## src/rtl/mem_arb_pkg.sv

```systemverilog
// Purpose: shared types and widths for the CPU/VEC unified-memory arbiter.
// Contents: bus widths, FSM state encoding, owner encoding.
package mem_arb_pkg;

    localparam int unsigned ADDR_W = 32;
    localparam int unsigned DATA_W = 32;
    localparam int unsigned STRB_W = 4;

    typedef enum logic [1:0] {
        ST_IDLE = 2'd0,
        ST_BUSY = 2'd1,
        ST_ERR  = 2'd2
    } state_e;

    typedef enum logic {
        OWN_CPU = 1'b0,
        OWN_VEC = 1'b1
    } owner_e;

endpackage

```

## src/rtl/rr_pick2.sv

```systemverilog
// Purpose: combinational 2-way winner select for the memory arbiter.
// Ports:
//   req_cpu    in   CPU request pending
//   req_vec    in   VEC request pending
//   last_owner in   owner of the most recent completed transaction
//   prio_mode  in   0 = round-robin on ties, 1 = VEC wins every tie
//   win_vec    out  1 when VEC gets the grant (only meaningful with a request)
module rr_pick2
    import mem_arb_pkg::*;
(
    input  logic   req_cpu,
    input  logic   req_vec,
    input  owner_e last_owner,
    input  logic   prio_mode,
    output logic   win_vec
);

    // Lone requester wins; on a tie either VEC has priority or the side
    // that did not own the memory last time goes next.
    always_comb begin
        win_vec = 1'b0;
        if (req_vec && !req_cpu) begin
            win_vec = 1'b1;
        end else if (req_vec && req_cpu) begin
            win_vec = prio_mode ? 1'b1 : (last_owner == OWN_CPU);
        end
    end

endmodule

```

## src/rtl/vec_cpu_mem_arbiter.sv

```systemverilog
// Purpose: shares one single-ported memory between the picorv32 native port
//   (CPU) and the vector coprocessor load/store port (VEC). One transaction is
//   forwarded at a time; out-of-range requests are answered locally.
// Parameters:
//   MEM_BYTES  mapped size in bytes; addr >= MEM_BYTES never goes downstream
//   PRIO_MODE  0 = round-robin on ties, 1 = VEC always wins ties
// Ports:
//   clk, reset                       clock, async active-high reset
//   cpu_mem_* (valid/instr/addr/wdata/wstrb in, ready/rdata out)  CPU port
//   vec_mem_* (valid/addr/wdata/wstrb in, ready/rdata out)        VEC port
//   mem_* (valid/instr/addr/wdata/wstrb out, ready/rdata in)      memory port
//   grant_vec  out  1 while VEC owns the memory
//   oob_err    out  one-cycle pulse when an out-of-range request is answered
module vec_cpu_mem_arbiter
    import mem_arb_pkg::*;
#(
    parameter int unsigned MEM_BYTES = 1024,
    parameter int unsigned PRIO_MODE = 0
) (
    input  logic              clk,
    input  logic              reset,

    input  logic              cpu_mem_valid,
    input  logic              cpu_mem_instr,
    input  logic [ADDR_W-1:0] cpu_mem_addr,
    input  logic [DATA_W-1:0] cpu_mem_wdata,
    input  logic [STRB_W-1:0] cpu_mem_wstrb,
    output logic              cpu_mem_ready,
    output logic [DATA_W-1:0] cpu_mem_rdata,

    input  logic              vec_mem_valid,
    input  logic [ADDR_W-1:0] vec_mem_addr,
    input  logic [DATA_W-1:0] vec_mem_wdata,
    input  logic [STRB_W-1:0] vec_mem_wstrb,
    output logic              vec_mem_ready,
    output logic [DATA_W-1:0] vec_mem_rdata,

    output logic              mem_valid,
    output logic              mem_instr,
    output logic [ADDR_W-1:0] mem_addr,
    output logic [DATA_W-1:0] mem_wdata,
    output logic [STRB_W-1:0] mem_wstrb,
    input  logic              mem_ready,
    input  logic [DATA_W-1:0] mem_rdata,

    output logic              grant_vec,
    output logic              oob_err
);

    state_e            state_q;
    owner_e            owner_q;
    owner_e            last_owner_q;
    logic              valid_q;
    logic              instr_q;
    logic [ADDR_W-1:0] addr_q;
    logic [DATA_W-1:0] wdata_q;
    logic [STRB_W-1:0] wstrb_q;
    logic              grant_vec_q;
    logic              oob_err_q;

    logic              win_vec;
    logic [ADDR_W-1:0] win_addr;
    logic [DATA_W-1:0] win_wdata;
    logic [STRB_W-1:0] win_wstrb;
    logic              win_instr;
    logic              win_oob;
    logic              resp_c;
    logic [DATA_W-1:0] resp_rdata_c;

    rr_pick2 u_pick (
        .req_cpu    (cpu_mem_valid),
        .req_vec    (vec_mem_valid),
        .last_owner (last_owner_q),
        .prio_mode  (PRIO_MODE != 0),
        .win_vec    (win_vec)
    );

    // Winner's request fields; VEC never issues instruction fetches.
    always_comb begin
        win_addr  = win_vec ? vec_mem_addr  : cpu_mem_addr;
        win_wdata = win_vec ? vec_mem_wdata : cpu_mem_wdata;
        win_wstrb = win_vec ? vec_mem_wstrb : cpu_mem_wstrb;
        win_instr = win_vec ? 1'b0          : cpu_mem_instr;
        win_oob   = (win_addr >= ADDR_W'(MEM_BYTES));
    end

    // Arbitration FSM with registered downstream request and status outputs.
    always_ff @(posedge clk or posedge reset) begin
        if (reset) begin
            state_q      <= ST_IDLE;
            owner_q      <= OWN_CPU;
            last_owner_q <= OWN_CPU;
            valid_q      <= 1'b0;
            instr_q      <= 1'b0;
            addr_q       <= '0;
            wdata_q      <= '0;
            wstrb_q      <= '0;
            grant_vec_q  <= 1'b0;
            oob_err_q    <= 1'b0;
        end else begin
            case (state_q)
                ST_IDLE: begin
                    if (cpu_mem_valid || vec_mem_valid) begin
                        addr_q      <= win_addr;
                        wdata_q     <= win_wdata;
                        wstrb_q     <= win_wstrb;
                        instr_q     <= win_instr;
                        owner_q     <= win_vec ? OWN_VEC : OWN_CPU;
                        grant_vec_q <= win_vec;
                        if (win_oob) begin
                            oob_err_q <= 1'b1;
                            state_q   <= ST_ERR;
                        end else begin
                            valid_q <= 1'b1;
                            state_q <= ST_BUSY;
                        end
                    end
                end
                ST_BUSY: begin
                    if (mem_ready) begin
                        valid_q      <= 1'b0;
                        last_owner_q <= owner_q;
                        grant_vec_q  <= 1'b0;
                        state_q      <= ST_IDLE;
                    end
                end
                ST_ERR: begin
                    // A locally answered request still counts as a turn, so a
                    // master spinning on bad addresses cannot starve the other.
                    oob_err_q    <= 1'b0;
                    last_owner_q <= owner_q;
                    grant_vec_q  <= 1'b0;
                    state_q      <= ST_IDLE;
                end
                default: begin
                    valid_q     <= 1'b0;
                    grant_vec_q <= 1'b0;
                    oob_err_q   <= 1'b0;
                    state_q     <= ST_IDLE;
                end
            endcase
        end
    end

    // Completion is routed only to the owner; ERR answers with zero data.
    always_comb begin
        cpu_mem_ready = 1'b0;
        vec_mem_ready = 1'b0;
        cpu_mem_rdata = '0;
        vec_mem_rdata = '0;
        resp_c        = ((state_q == ST_BUSY) && mem_ready) || (state_q == ST_ERR);
        resp_rdata_c  = (state_q == ST_BUSY) ? mem_rdata : '0;
        if (resp_c) begin
            if (owner_q == OWN_VEC) begin
                vec_mem_ready = 1'b1;
                vec_mem_rdata = resp_rdata_c;
            end else begin
                cpu_mem_ready = 1'b1;
                cpu_mem_rdata = resp_rdata_c;
            end
        end
    end

    assign mem_valid = valid_q;
    assign mem_instr = instr_q;
    assign mem_addr  = addr_q;
    assign mem_wdata = wdata_q;
    assign mem_wstrb = wstrb_q;
    assign grant_vec = grant_vec_q;
    assign oob_err   = oob_err_q;

endmodule

```

## config.mk

```make
export PLATFORM = sky130hd
export DESIGN_NAME = vec_cpu_mem_arbiter
export DESIGN_NICKNAME = d
export VERILOG_FILES = /design/src/rtl/mem_arb_pkg.sv /design/src/rtl/rr_pick2.sv /design/src/rtl/vec_cpu_mem_arbiter.sv
export SDC_FILE = /design/constraint.sdc
export NUM_CORES = 1
export LEC_CHECK = 0
export ABC_AREA = 1
export BUFFER_PORTS_ARGS = -buffer_cell sky130_fd_sc_hd__buf_2
export CELL_PAD_IN_SITES_DETAIL_PLACEMENT = 1
export CELL_PAD_IN_SITES_GLOBAL_PLACEMENT = 2
export CORE_UTILIZATION = 19
export DETAILED_ROUTE_END_ITERATION = 16
export GPL_ROUTABILITY_DRIVEN = 0
export PLACE_DENSITY_LB_ADDON = 0.1
export SLEW_MARGIN = 20
export SYNTH_ARGS = -nofsm -noshare
export SYNTH_HDL_FRONTEND = slang
export SYNTH_SLANG_ARGS = --single-unit
```

## constraint.sdc

```tcl
create_clock -name clk -period 2.4 [get_ports clk]
set_clock_uncertainty 0.15 [all_clocks]
set_input_delay 0 -clock clk [delete_from_list [all_inputs] [get_ports clk]]
set_output_delay 0 -clock clk [all_outputs]
set_load 0.01 [all_outputs]
```

* Word-level counts from Yosys, hierarchy flattened *
Cells that the tools add are included.
Widths: inputs -> output; s select.

storage, ports and cells
  flip-flop bits (word level) = 76
  memory bits (writable) = 0
  bits of input ports = 174
  logic and storage cells = 64
  bits in latches = 0
  output and inout bits = 138
  bits in read-only memories = 0
  memories kept = 0

operators by class
  shifts and indexed selects = 0
  divide/modulo/power cells = 0
  mux-type cells = 31
  order comparisons = 1
  equality and inequality tests = 6
  reduce and logical (&&, ||, !) cells = 13
  $mul = 0
  add/subtract/negate cells = 0
  bitwise operators = 3

operators with widths
  cell                  count
  $mux 32               7
  $ge 32x11->1 const B  1
  $mux 1                15
  $ne 2x2->1 const B    4
  $mux 2                3
  $pmux 1 s2            3
  $reduce_and 2->1      3
  $mux 4                1
  $pmux 2 s2            1
  $reduce_and 4->1      1
  $logic_and 1x1->1     3
  $not 1->1             3
  $pmux 1 s3            1
  $reduce_and 3->1      1
  $eq 2x1->1 const B    1
  $eq 2x2->1 const B    1
  $logic_not 2->1       1
  $logic_or 1x1->1      2
  $reduce_bool 2->1     1
  $logic_not 1->1       1

* Depth between registers and ports, before layout *
Gate-level depths: netlist of run 1.

  word-level depth = 8
  gate-level depth with buffers = 14
  mapped depth without buffers = 13

* Modules after synthesis *
A second synthesis of run 1 with hierarchy kept.

second synthesis, totals
  cell total of the unflattened synthesis = 614
  area, all modules = 4184.0 sq um

modules (own cells, without submodules)
  module               cells an instance  sequential area each (sq um)  area each (sq um)  times used
  vec_cpu_mem_arbiter  610                1901.8                        4169.0             1
  rr_pick2             4                  0.0                           15.0               1

* Worst setup path before layout of run 1 *
OpenSTA, ideal clock, no wires.

  path type = reg2out
  start = register state_q[1]
  end = output vec_mem_rdata[11]
  stages on the path, launching flop included = 9
  path slack = 0.673 ns
  arrival time = 1.577 ns
  required time = 2.250 ns
  path through = dfrtp_1 nor2_2 inv_1 o21ai_1 inv_1 nor2_1 inv_1 clkbuf_1 nor2_1

between the ends
  word-level cells in the longest chain between the ends = 4

RTL lines
  item                                                 RTL line                                                source
  from (decl)                                          vec_cpu_mem_arbiter.sv:50                               state_e state_q;
  from (signal assigned)                               vec_cpu_mem_arbiter.sv:90                               state_q <= ST_IDLE;
  from (signal assigned)                               vec_cpu_mem_arbiter.sv:112                              state_q <= ST_ERR;
  from (signal assigned)                               vec_cpu_mem_arbiter.sv:115                              state_q <= ST_BUSY;
  $eq 2x1->1                                           vec_cpu_mem_arbiter.sv:151, vec_cpu_mem_arbiter.sv:152
  $mux 32 / $logic_and 1x1->1 (equally long branches)  vec_cpu_mem_arbiter.sv:152, vec_cpu_mem_arbiter.sv:151
  $mux 32 / $logic_or 1x1->1 (equally long branches)   vec_cpu_mem_arbiter.sv:154, vec_cpu_mem_arbiter.sv:151
  $mux 32 *                                            vec_cpu_mem_arbiter.sv:153                              if (resp_c) begin
  to (decl)                                            vec_cpu_mem_arbiter.sv:36                               output logic [DATA_W-1:0] vec_mem_rdata,

Mark *: on every way between the ends. The rest lies on a longest branch, timed or not.

* Final worst setup path of run 1 *
  start = register state_q[1]
  end = output vec_mem_rdata[24]

The elaborated chain is that of the path after synthesis.

==> metrics.cfg, run 1 <==
[route]
dr.pass1.iters = 4
finalWirelength_um = 20000
drc = 0
post_drt_wl_per_cell_um = 15.3
viasPerCell = 4.30
dr_total_vias = 5596
ant_nets = 0
first_iter_violations = 216

[layout]
final_cells = 1302
drive_gt1_share_pct = 34.7
syn2layout_area_growth_pct = 88.1
layout.nets = 1196
diodes = 0

[worst_setup_path]
critPathLaunchType = flop
crit_required_ns = 2.25
worstPathCellList = nor2_2, inv_1, o21ai_1, inv_1, nor2_2, clkinvlp_4, buf_4, nor2_1, buf_2
critical_path_buf_inv_count = 5
critPathMaxStageDelay_ns = 0.43
worst_r2r_path_depth = 7
crit_type = flop to primary output
timing.rr.end = mem_addr[29]$_DFFE_PP0P_
worstPathArrival_ns = 2.03
cp_top_family = buffers and inverters
worst-path-max-fanout = 9
end_kind = primary output
reg2reg_from = state_q[1]$_DFFE_PP0P_
regToRegSetupSlack_ns = 0.22
path_depth = 9
critical-path-slowest-cell = dfrtp_1

[clock_network]
cts_buffers = 9
root_buffer = clkbuf_16
cts_tree = built
clk_pin_slew_worst_paths_ns = 0.06
clockBufferDepth = 2
cts_sinks = 76
clk_latency_ns = 0.34
h-tree-depth = 3

[timing]
timing.final.crit_share_pct = 90.9
fin_crit_ns = 2.18
rsz0062_at_grt = no
max_slew_margin_pct = 38.2
setup-violations-final = 0
hold_viol = 0
maxSlewViolCount = 0
whs_ns = 0.0837
max_freq_mhz = 458
tightest_slew_ns = 0.926

[global_route]
grt_max_degree = 72
grt_overflow = 0
grt_pass1_wl_um = 30200
track_usage_pct = 17.4
antenna_found_initial = 0
grt_pass1_vias = 5967

[synthesis]
synthCells = 582
synth_cell_types = 24
syn-num-nets = 756
synth.yosys.seq_area_share_pct = 46.5
avgSynthCellArea_um2 = 7.03
ys_warn_count = 0
syn_area_mm2 = 0.00409
ys_ff_latch = 76

[floorplan]
die_y_um = 149
dieArea_mm2 = 0.0221
core-area_mm2 = 0.0211
die_x_um = 149
ios = 312
fp-row-count = 53
initial_core_util_pct = 19.4

[power_and_ir_drop]
p_leak_nw = 3.92
vdd_drop_max_uv = 278
pwr_density_cell_mw_per_mm2 = 620

[placement]
portBuffers = 311
placedCellCount = 1139
hpwl_um = 13800

[hold_path]
whs_path_depth = 9
hold_end = state_q[1]$_DFFE_PP0P_
worstHoldStart = cpu_mem_addr[21]
hp-class = input port to flop

[job]
cap_violations = 0

[status]
status = finished, final reports clean

-- repair_timing --
| action | CTS | global route |
|---|---|---|
| buffers inserted | 0 | 4 |
| endpoints found under the setup margin | 1 | 55 |
| pin swaps | 0 | 1 |
| hold buffers | 140 | 0 |
| cloned | 0 | 3 |
| resized for setup | 0 | 8 |
| hold endpoints to repair | 111 | 0 |
-- area by class of cell --
cell class / instances / area, um^2
Timing Repair Buffer: 465 / 3110
Inverter: 24 / 100
Tap cell: 275 / 344
Multi-Input combinational cell: 445 / 1930
Clock buffer: 10 / 239
Timing Repair inverter: 1 / 7.51
Clock inverter: 6 / 70.1
Sequential cell: 76 / 1900
Fill cell: 2678 / 13400
-- sequential cells by signal, indices dropped and copies added, names as in the netlist --
register	cells
last_owner_q	1
mem_valid	1
mem_wdata	32
oob_err	1
owner_q	1
grant_vec	1
mem_addr	32
state_q	2
mem_wstrb	4
mem_instr	1
-- per-stage QoR --
step | cell area, um^2 | util (%) | TNS (ns) | worst slack (ns) | total power (W)
global route | 7700 | 36.5 | 0 | 0.00118 | 0.00510
detailed placement | 5900 | 28.0 | 0 | 0.102 | 0.00306
CTS | 7610 | 36.1 | -0.00170 | -0.00170 | 0.00480
floorplan | 4090 | - | 0 | 0.312 | 0.00241
global placement | 5900 | 28.0 | 0 | 0.156 | 0.00303
finish | 7700 | 36.5 | 0 | 0.218 | 0.00477
-- where the power goes --
part	internal (W)	switching [W]
sequential	0.00155	0.000156
combinational	0.000746	0.000885
clock	0.000844	0.000588
total	0.00314	0.00163
-- cell families (layout without fill, tap and decap cells) --
group | count (synthesis) | after routing | share of synthesized area, %
AO/OA/AOI/OAI | 108 | 108 | 14.0
flip-flops | 76 | 76 | 46.5
buffers and inverters | 62 | 506 | 6.91
AND/OR/NAND/NOR | 336 | 337 | 32.6
-- worst max-delay path by stage --
stage,from,to
after floorplan,reset,grant_vec$_DFFE_PP0P_
after global placement,last_owner_q$_DFFE_PP0P_,mem_valid$_DFFE_PP0P_
after detailed placement,last_owner_q$_DFFE_PP0P_,mem_valid$_DFFE_PP0P_
after CTS,state_q[1]$_DFFE_PP0P_,vec_mem_rdata[0]
after global routing,state_q[0]$_DFFE_PP0P_,cpu_mem_rdata[19]
final,state_q[1]$_DFFE_PP0P_,vec_mem_rdata[24]
-- tightest hold or removal path, delay by kind of cell --
family | cells | cell delay [ns]
and+or+nand+nor | 7 | 0.41
buffers and inverters | 2 | 0.13
-- per-layer routing --
layer  vias up  GRT usage (%)  share of wire, %  wire, um
met2       196           32.8                51     10200
li1       2734              -                 -         -
met1      2645           19.5                41      8260
met4         0           5.31               1.6       323
met3        21           3.67               5.8      1160
met5         -              0                 0         0
-- cell usage in the layout, fill, tap and decap left out, types with 10 or more instances in the layout --
cell           netlist  routed
clkbuf_16            0      10
buf_4                1      11
buf_2               16     311
a31oi_1             24      24
nand2_1            172     172
dfrtp_1             76      76
nor2_1             140     138
dlygate4sd3_1        0     140
inv_1               21      19
nand3_1             10      10
o21ai_0             81      81
-- cell usage after synthesis, drive strengths merged --
cell type  number  area, um^2
nand3b          7        52.6
nand3          10        50.1
inv            24        90.1
o21ai          82         410
or2             1        6.26
clkbuf         17        63.8
nand2         175         683
a31oi          24         150
a21oi           2        13.8
buf            21         129
dfrtp          76        1900
nor2          142         538
nor3            1        5.00
No activity file was read; power rests on OpenSTA's default activity.
==> run 2: changes to the inputs <==
Settings changed: CELL_PAD_IN_SITES_DETAIL_PLACEMENT 1 to unset, CELL_PAD_IN_SITES_GLOBAL_PLACEMENT 2 to unset, CORE_AREA set to 2 2 122 124, CORE_UTILIZATION 19 to unset, DIE_AREA set to 0 0 124 126, PLACE_DENSITY_LB_ADDON 0.1 to unset.
==> run 2 against run 1 <==
  * Core utilization rose by 16 points
  * Sequential power barely moved
  * Total power fell by 1.7%
  * Fmax fell by 3.2%
  * Hold slack got worse by 0.022 ns
  * Design area fell by 2.0%
  * Global-route usage rose by 4.3 points
  * Worst setup slack got worse by 0.072 ns
  * Critical path depth fell by 2
  * Count of clock-buffer cells in the layout rose by 1
  * Via count rose by 0.32%
  * Critical path type is now flop to flop
  * Critical endpoint is now mem_addr[0]$_DFFE_PP0P_
  * Highest routed layer unchanged
==> metrics.cfg, run 2 (synthesis results as in run 1) <==
[status]
status = finished, final reports clean

[placement]
hpwl_um = 11900  ; -14%
place_area_mm2 = 0.00578  ; -2.1%
portBuffers = 311  ; unchanged

[power_and_ir_drop]
p_leak_nw = 3.89  ; -0.96%
pwr_density_cell_mw_per_mm2 = 622  ; +0.34%
vdd_drop_max_uv = 366  ; +32%

[floorplan]
die_x_um = 124  ; -17%
fp-row-count = 44  ; -17%
core-area_mm2 = 0.0143  ; -32%
die_y_um = 126  ; -15%
dieArea_mm2 = 0.0156  ; -29%
initial_core_util_pct = 28.6  ; +9.2 points
ios = 312  ; unchanged

[worst_setup_path]
crit_type = flop to flop
worst-path-max-fanout = 34  ; +25
worstPathCellList = nor2_2, inv_1, a21oi_4, buf_6, nor2_1, a31oi_1, dlygate4sd3_1
critical_path_buf_inv_count = 3  ; -2
critical-path-slowest-cell = dlygate4sd3_1
end_kind = flop
crit_required_ns = 2.52  ; +0.27 ns
worst_r2r_path_depth = 7  ; unchanged
worstPathArrival_ns = 2.37  ; +0.34 ns
critPathMaxStageDelay_ns = 0.58  ; +0.15 ns
path_depth = 7  ; -2
cp_top_family = buffers and inverters
critPathLaunchType = flop

[timing]
timing.final.crit_share_pct = 93.9  ; +3.0 points
hold_viol = 0  ; unchanged
tns_ns = 0  ; unchanged
tightest_slew_ns = 0.918  ; -0.00819 ns
maxSlewViolCount = 0  ; unchanged
max_slew_margin_pct = 38.8  ; +0.55 points
max_freq_mhz = 444  ; -3.2%
setup-violations-final = 0  ; unchanged
rsz0062_at_grt = no
fin_crit_ns = 2.25  ; +0.0719 ns

[route]
dr.pass1.iters = 5  ; +1
post_drt_wl_per_cell_um = 14.5  ; -5.1%
finalWirelength_um = 17600  ; -12%
dr_total_vias = 5614  ; +0.32%
first_iter_violations = 325  ; +50%
drc = 0  ; unchanged
viasPerCell = 4.64  ; +8.0%
ant_nets = 0  ; unchanged

[global_route]
grt_pass1_wl_um = 26800  ; -11%
grt_overflow = 0  ; unchanged
grt_max_degree = 54  ; -25%
track_usage_pct = 21.7  ; +4.3 points
grt_pass1_vias = 5635  ; -5.6%
antenna_found_initial = 2  ; +2

[layout]
syn2layout_area_growth_pct = 84.3
layout.nets = 1192  ; -0.33%
final_cell_mix = 311 x buf_2, 172 x nand2_1, 140 x dlygate4sd3_1
drive_gt1_share_pct = 34.3  ; -0.35 points
stdcell_area_mm2 = 0.00755  ; -2.0%
layout_commonest_cell = buf_2

[hold_path]
whs_path_depth = 4  ; -5
hp-class = input port to flop

[clock_network]
clk_pin_slew_worst_paths_ns = 0.06  ; about the same
clockBufferDepth = 2  ; unchanged
cts_tree = built
cts_buffers = 9  ; unchanged
h-tree-depth = 3  ; unchanged
root_buffer = clkbuf_16
cts_sinks = 76  ; unchanged
clk_latency_ns = 0.33  ; about the same

[job]
cap_violations = 0  ; unchanged

==> run 2: changes by cell type in the layout (fill, tap and decap cells not counted), sizes merged <==
cell	before	now
inv	24	23
buf	324	322
nand2	176	175
clkinv	4	2
clkinvlp	2	4
diode	0	2
==> run 2: final timing paths <==
check,slack (ns),from,endpoint
worst min-delay path,0.06,vec_mem_valid,mem_addr[1]$_DFFE_PP0P_
min in group asynchronous,0.21,reset,mem_addr[2]$_DFFE_PP0P_
worst min register to register,0.33,mem_instr$_DFFE_PP0P_,mem_instr$_DFFE_PP0P_
max in group asynchronous,1.24,reset,mem_wstrb[0]$_DFFE_PP0P_
worst max register to register,0.15,state_q[1]$_DFFE_PP0P_,mem_addr[0]$_DFFE_PP0P_
worst max-delay path,0.15,state_q[1]$_DFFE_PP0P_,mem_addr[0]$_DFFE_PP0P_
==> run 2: tightest hold or removal path: cells and delay by family <==
family                 cells  cell delay, ns
and+or+nand+nor            2            0.26
buffers and inverters      1            0.15
AOI/OAI and AO/OA          1            0.08
==> run 2: power breakdown <==
group / total, W / switching, W / internal [W]
registers: 0.00170 / 0.000146 / 0.00156
logic: 0.00160 / 0.000858 / 0.000743
clock network: 0.00139 / 0.000554 / 0.000837
total: 0.00469 / 0.00156 / 0.00313
==> run 2: cell type report <==
| cell class | count | area (um^2) |
|---|---|---|
| flip-flops and latches | 76 | 1900 |
| clock inverters | 5 | 58.8 |
| repair inverters | 1 | 7.51 |
| diodes | 2 | 5.00 |
| fillers | 1388 | 6770 |
| well taps | 184 | 230 |
| inverters | 24 | 100 |
| multi-input cells | 444 | 1930 |
| clock buffers | 11 | 243 |
| repair buffers | 462 | 3070 |
==> run 2: layer usage <==
metal | GRT usage (%) | part of all wire, %
met1 | 23.6 | 38
met2 | 39.0 | 50
met3 | 5.80 | 8.1
met4 | 9.72 | 3.5
met5 | 0 | 0
==> run 2: what timing repair did <==
action                                  4_1_cts  5_1_grt
hold buffers                                140        0
resized for setup                             0       11
endpoints found under the setup margin        0       55
hold endpoints to repair                    117        0
setup buffers                                 0        3
==> run 2: stage by stage <==
step	utilization [%]	worst slack [ns]	hold slack [ns]	total power, W	std cells
finish	52.7	0.146	0.0613	0.00469	1209
global route	52.7	0.00746	0.0778	0.00500	1209
CTS	52.3	0.0179	0.0434	0.00470	1203
detailed placement	40.4	0.197	0.0535	0.00302	1047
global placement	40.4	0.258	0.0461	0.00301	1047
floorplan	-	0.312	-0.0258	0.00241	582
==> run 3: changes to the inputs <==
Settings changed: HOLD_SLACK_MARGIN set to 0.12.
Clock period 2.4 ns to 2 ns, I/O delays scaled along.
==> run 3 against run 2 <==
  * Routed wire length up 2.0%
  * Design area rose by 2.9%
  * Cell count increased by 0.91%
  * Non-clock buffer count increased by 13
  * Worst setup slack worse by 0.14 ns
  * Critical path depth up 3
  * Critical endpoint is now vec_mem_rdata[2]
==> metrics.cfg, run 3 (synthesis results as in run 1) <==
[global_route]
grt_overflow = 0  ; unchanged
antenna_found_initial = 1  ; -1
grt_pass1_wl_um = 26500  ; -1.2%
grt_pass1_vias = 5610  ; -0.44%
grt_max_degree = 54  ; unchanged
track_usage_pct = 21.7  ; -0.053 points

[timing]
hold_viol = 0  ; unchanged
max_freq_mhz = 503
fin_crit_ns = 1.99
timing.final.crit_share_pct = 99.5
tns_ns = 0  ; unchanged
maxSlewViolCount = 0  ; unchanged
tightest_slew_ns = 0.656  ; -0.262 ns
setup-violations-final = 0  ; unchanged
whs_ns = 0.157  ; +0.0959 ns
max_slew_margin_pct = 56.1  ; +17 points
rsz0062_at_grt = yes

[worst_setup_path]
regToRegSetupSlack_ns = 0.07  ; -0.08 ns
worst_r2r_path_depth = 12  ; +5
timing.rr.end = mem_valid$_DFFE_PP0P_
crit_type = flop to primary output
worstPathArrival_ns = 1.84  ; -0.53 ns
reg2reg_from = last_owner_q$_DFFE_PP0P_
critPathLaunchType = flop
end_kind = primary output
worst-path-max-fanout = 26  ; -24%
crit_required_ns = 1.85  ; -0.67 ns

[clock_network]
root_buffer = clkbuf_16
cts_buffers = 9  ; unchanged
cts_sinks = 76  ; unchanged
cts_tree = built
clk_pin_slew_worst_paths_ns = 0.06  ; about the same
clockBufferDepth = 2  ; unchanged
h-tree-depth = 3  ; unchanged
clk_latency_ns = 0.33  ; about the same

[route]
viasPerCell = 4.54  ; -2.2%
dr.pass1.iters = 5  ; unchanged
ant_nets = 0  ; unchanged
post_drt_wl_per_cell_um = 14.7  ; +1.0%
first_iter_violations = 266  ; -18%
finalWirelength_um = 17900  ; +2.0%
drc = 0  ; unchanged
dr_total_vias = 5543  ; -1.3%

[hold_path]
hp-class = input port to async pin

[floorplan]
fp-row-count = 44  ; unchanged
die_x_um = 124  ; unchanged
die_y_um = 126  ; unchanged
dieArea_mm2 = 0.0156  ; unchanged
ios = 312  ; unchanged
core-area_mm2 = 0.0143  ; unchanged
initial_core_util_pct = 28.6  ; unchanged

[layout]
layout.nets = 1205  ; +1.1%
final_cell_mix = 311 x buf_2, 170 x nand2_1, 143 x dlygate4sd3_1
layout_commonest_cell = buf_2
drive_gt1_share_pct = 35.9  ; +1.6 points
fin_util_pct = 54.2  ; +1.5 points
syn2layout_area_growth_pct = 89.7

[power_and_ir_drop]
p_int_w = 0.00380  ; +21%
p_leak_nw = 4.00  ; +2.8%
swShare_pct = 32.8  ; -0.40 points
pwr_density_cell_mw_per_mm2 = 729  ; +17%
vdd_drop_max_uv = 408  ; +11%
p_clk_share_pct = 29.8  ; +0.2 points
seqPwrFrac_pct = 36.0  ; -0.2 points
p_switching_w = 0.00186  ; +19%
power_frac_comb_pct = 34.1  ; about the same

[job]
cap_violations = 0  ; unchanged

[placement]
hpwl_um = 11900  ; -0.17%
portBuffers = 311  ; unchanged

[status]
status = finished, final reports clean

-- run 3: how the worst max path moves through the flow --
| stage | startpoint | to | slack [ns] | depth (start not counted) |
|---|---|---|---|---|
| 2_1_floorplan | state_q[1]$_DFFE_PP0P_ | vec_mem_rdata[11] | 0.27 | 8 |
| 3_3_place_gp | last_owner_q$_DFFE_PP0P_ | mem_valid$_DFFE_PP0P_ | 0.09 | 11 |
| 3_5_place_dp | last_owner_q$_DFFE_PP0P_ | mem_valid$_DFFE_PP0P_ | 0.04 | 11 |
| 4_1_cts | state_q[1]$_DFFE_PP0P_ | vec_mem_rdata[15] | 0.006 | 9 |
| 5_1_grt | state_q[0]$_DFFE_PP0P_ | vec_mem_rdata[3] | -0.08 | 10 |
| 6_report | state_q[0]$_DFFE_PP0P_ | vec_mem_rdata[2] | 0.01 | 10 |
-- run 3: area by class of cell --
cell class                 count  area, um^2
clock inverter                 3        43.8
fill                        1342        6550
multi-input combinational    445        1980
antenna                        1        2.50
timing repair buffer         475        3230
tap                          184         230
inverter                      24         104
clock buffer                  12         267
sequential                    76        1900
-- run 3: per-stage QoR --
step / std cells / cell area (um^2) / total power, W / setup slack (ns)
final: 1220 / 7760 / 0.00566 / 0.0101
after CTS: 1211 / 7620 / 0.00562 / 0.00591
after global routing: 1220 / 7760 / 0.00601 / -0.0822
after detailed placement: 1053 / 5850 / 0.00366 / 0.0438
after floorplan: 582 / 4100 / 0.00289 / 0.273
after global placement: 1053 / 5850 / 0.00365 / 0.0899
-- run 3: power groups by stage --
stage	logic (W)	registers [W]	clock network [W]
3_3_place_gp	0.00159	0.00205	0
3_5_place_dp	0.00160	0.00206	0
2_1_floorplan	0.000679	0.00222	0
6_report	0.00193	0.00204	0.00169
5_1_grt	0.00213	0.00208	0.00180
4_1_cts	0.00185	0.00204	0.00173
-- run 3: repair_timing --
item | CTS | global route
hold endpoints to repair | 151 | 0
pin swaps | 0 | 9
cloned | 0 | 2
buffers inserted | 0 | 6
endpoints found under the setup margin | 59 | 62
hold buffers | 143 | 0
gates resized for setup | 7 | 22
-- run 3: worst max-delay path, cell delays in order, from the launching register on --
cell and delay (ns):
dfrtp_1 0.36, inv_2 0.05, nor2_2 0.11, inv_1 0.07, o21ai_2 0.16, inv_2 0.09, nor2_4 0.17, inv_4 0.08
buf_12 0.16, nor2_1 0.09, buf_2 0.14
-- run 3: per-layer routing --
| metal | up-vias | part of all wire (%) | track usage, % |
|---|---|---|---|
| met5 | - | 0 | 0 |
| met4 | 0 | 3.7 | 10.1 |
| met3 | 43 | 7.4 | 4.80 |
| met2 | 251 | 52 | 40.6 |
| met1 | 2490 | 37 | 22.5 |
| li1 | 2759 | - | - |
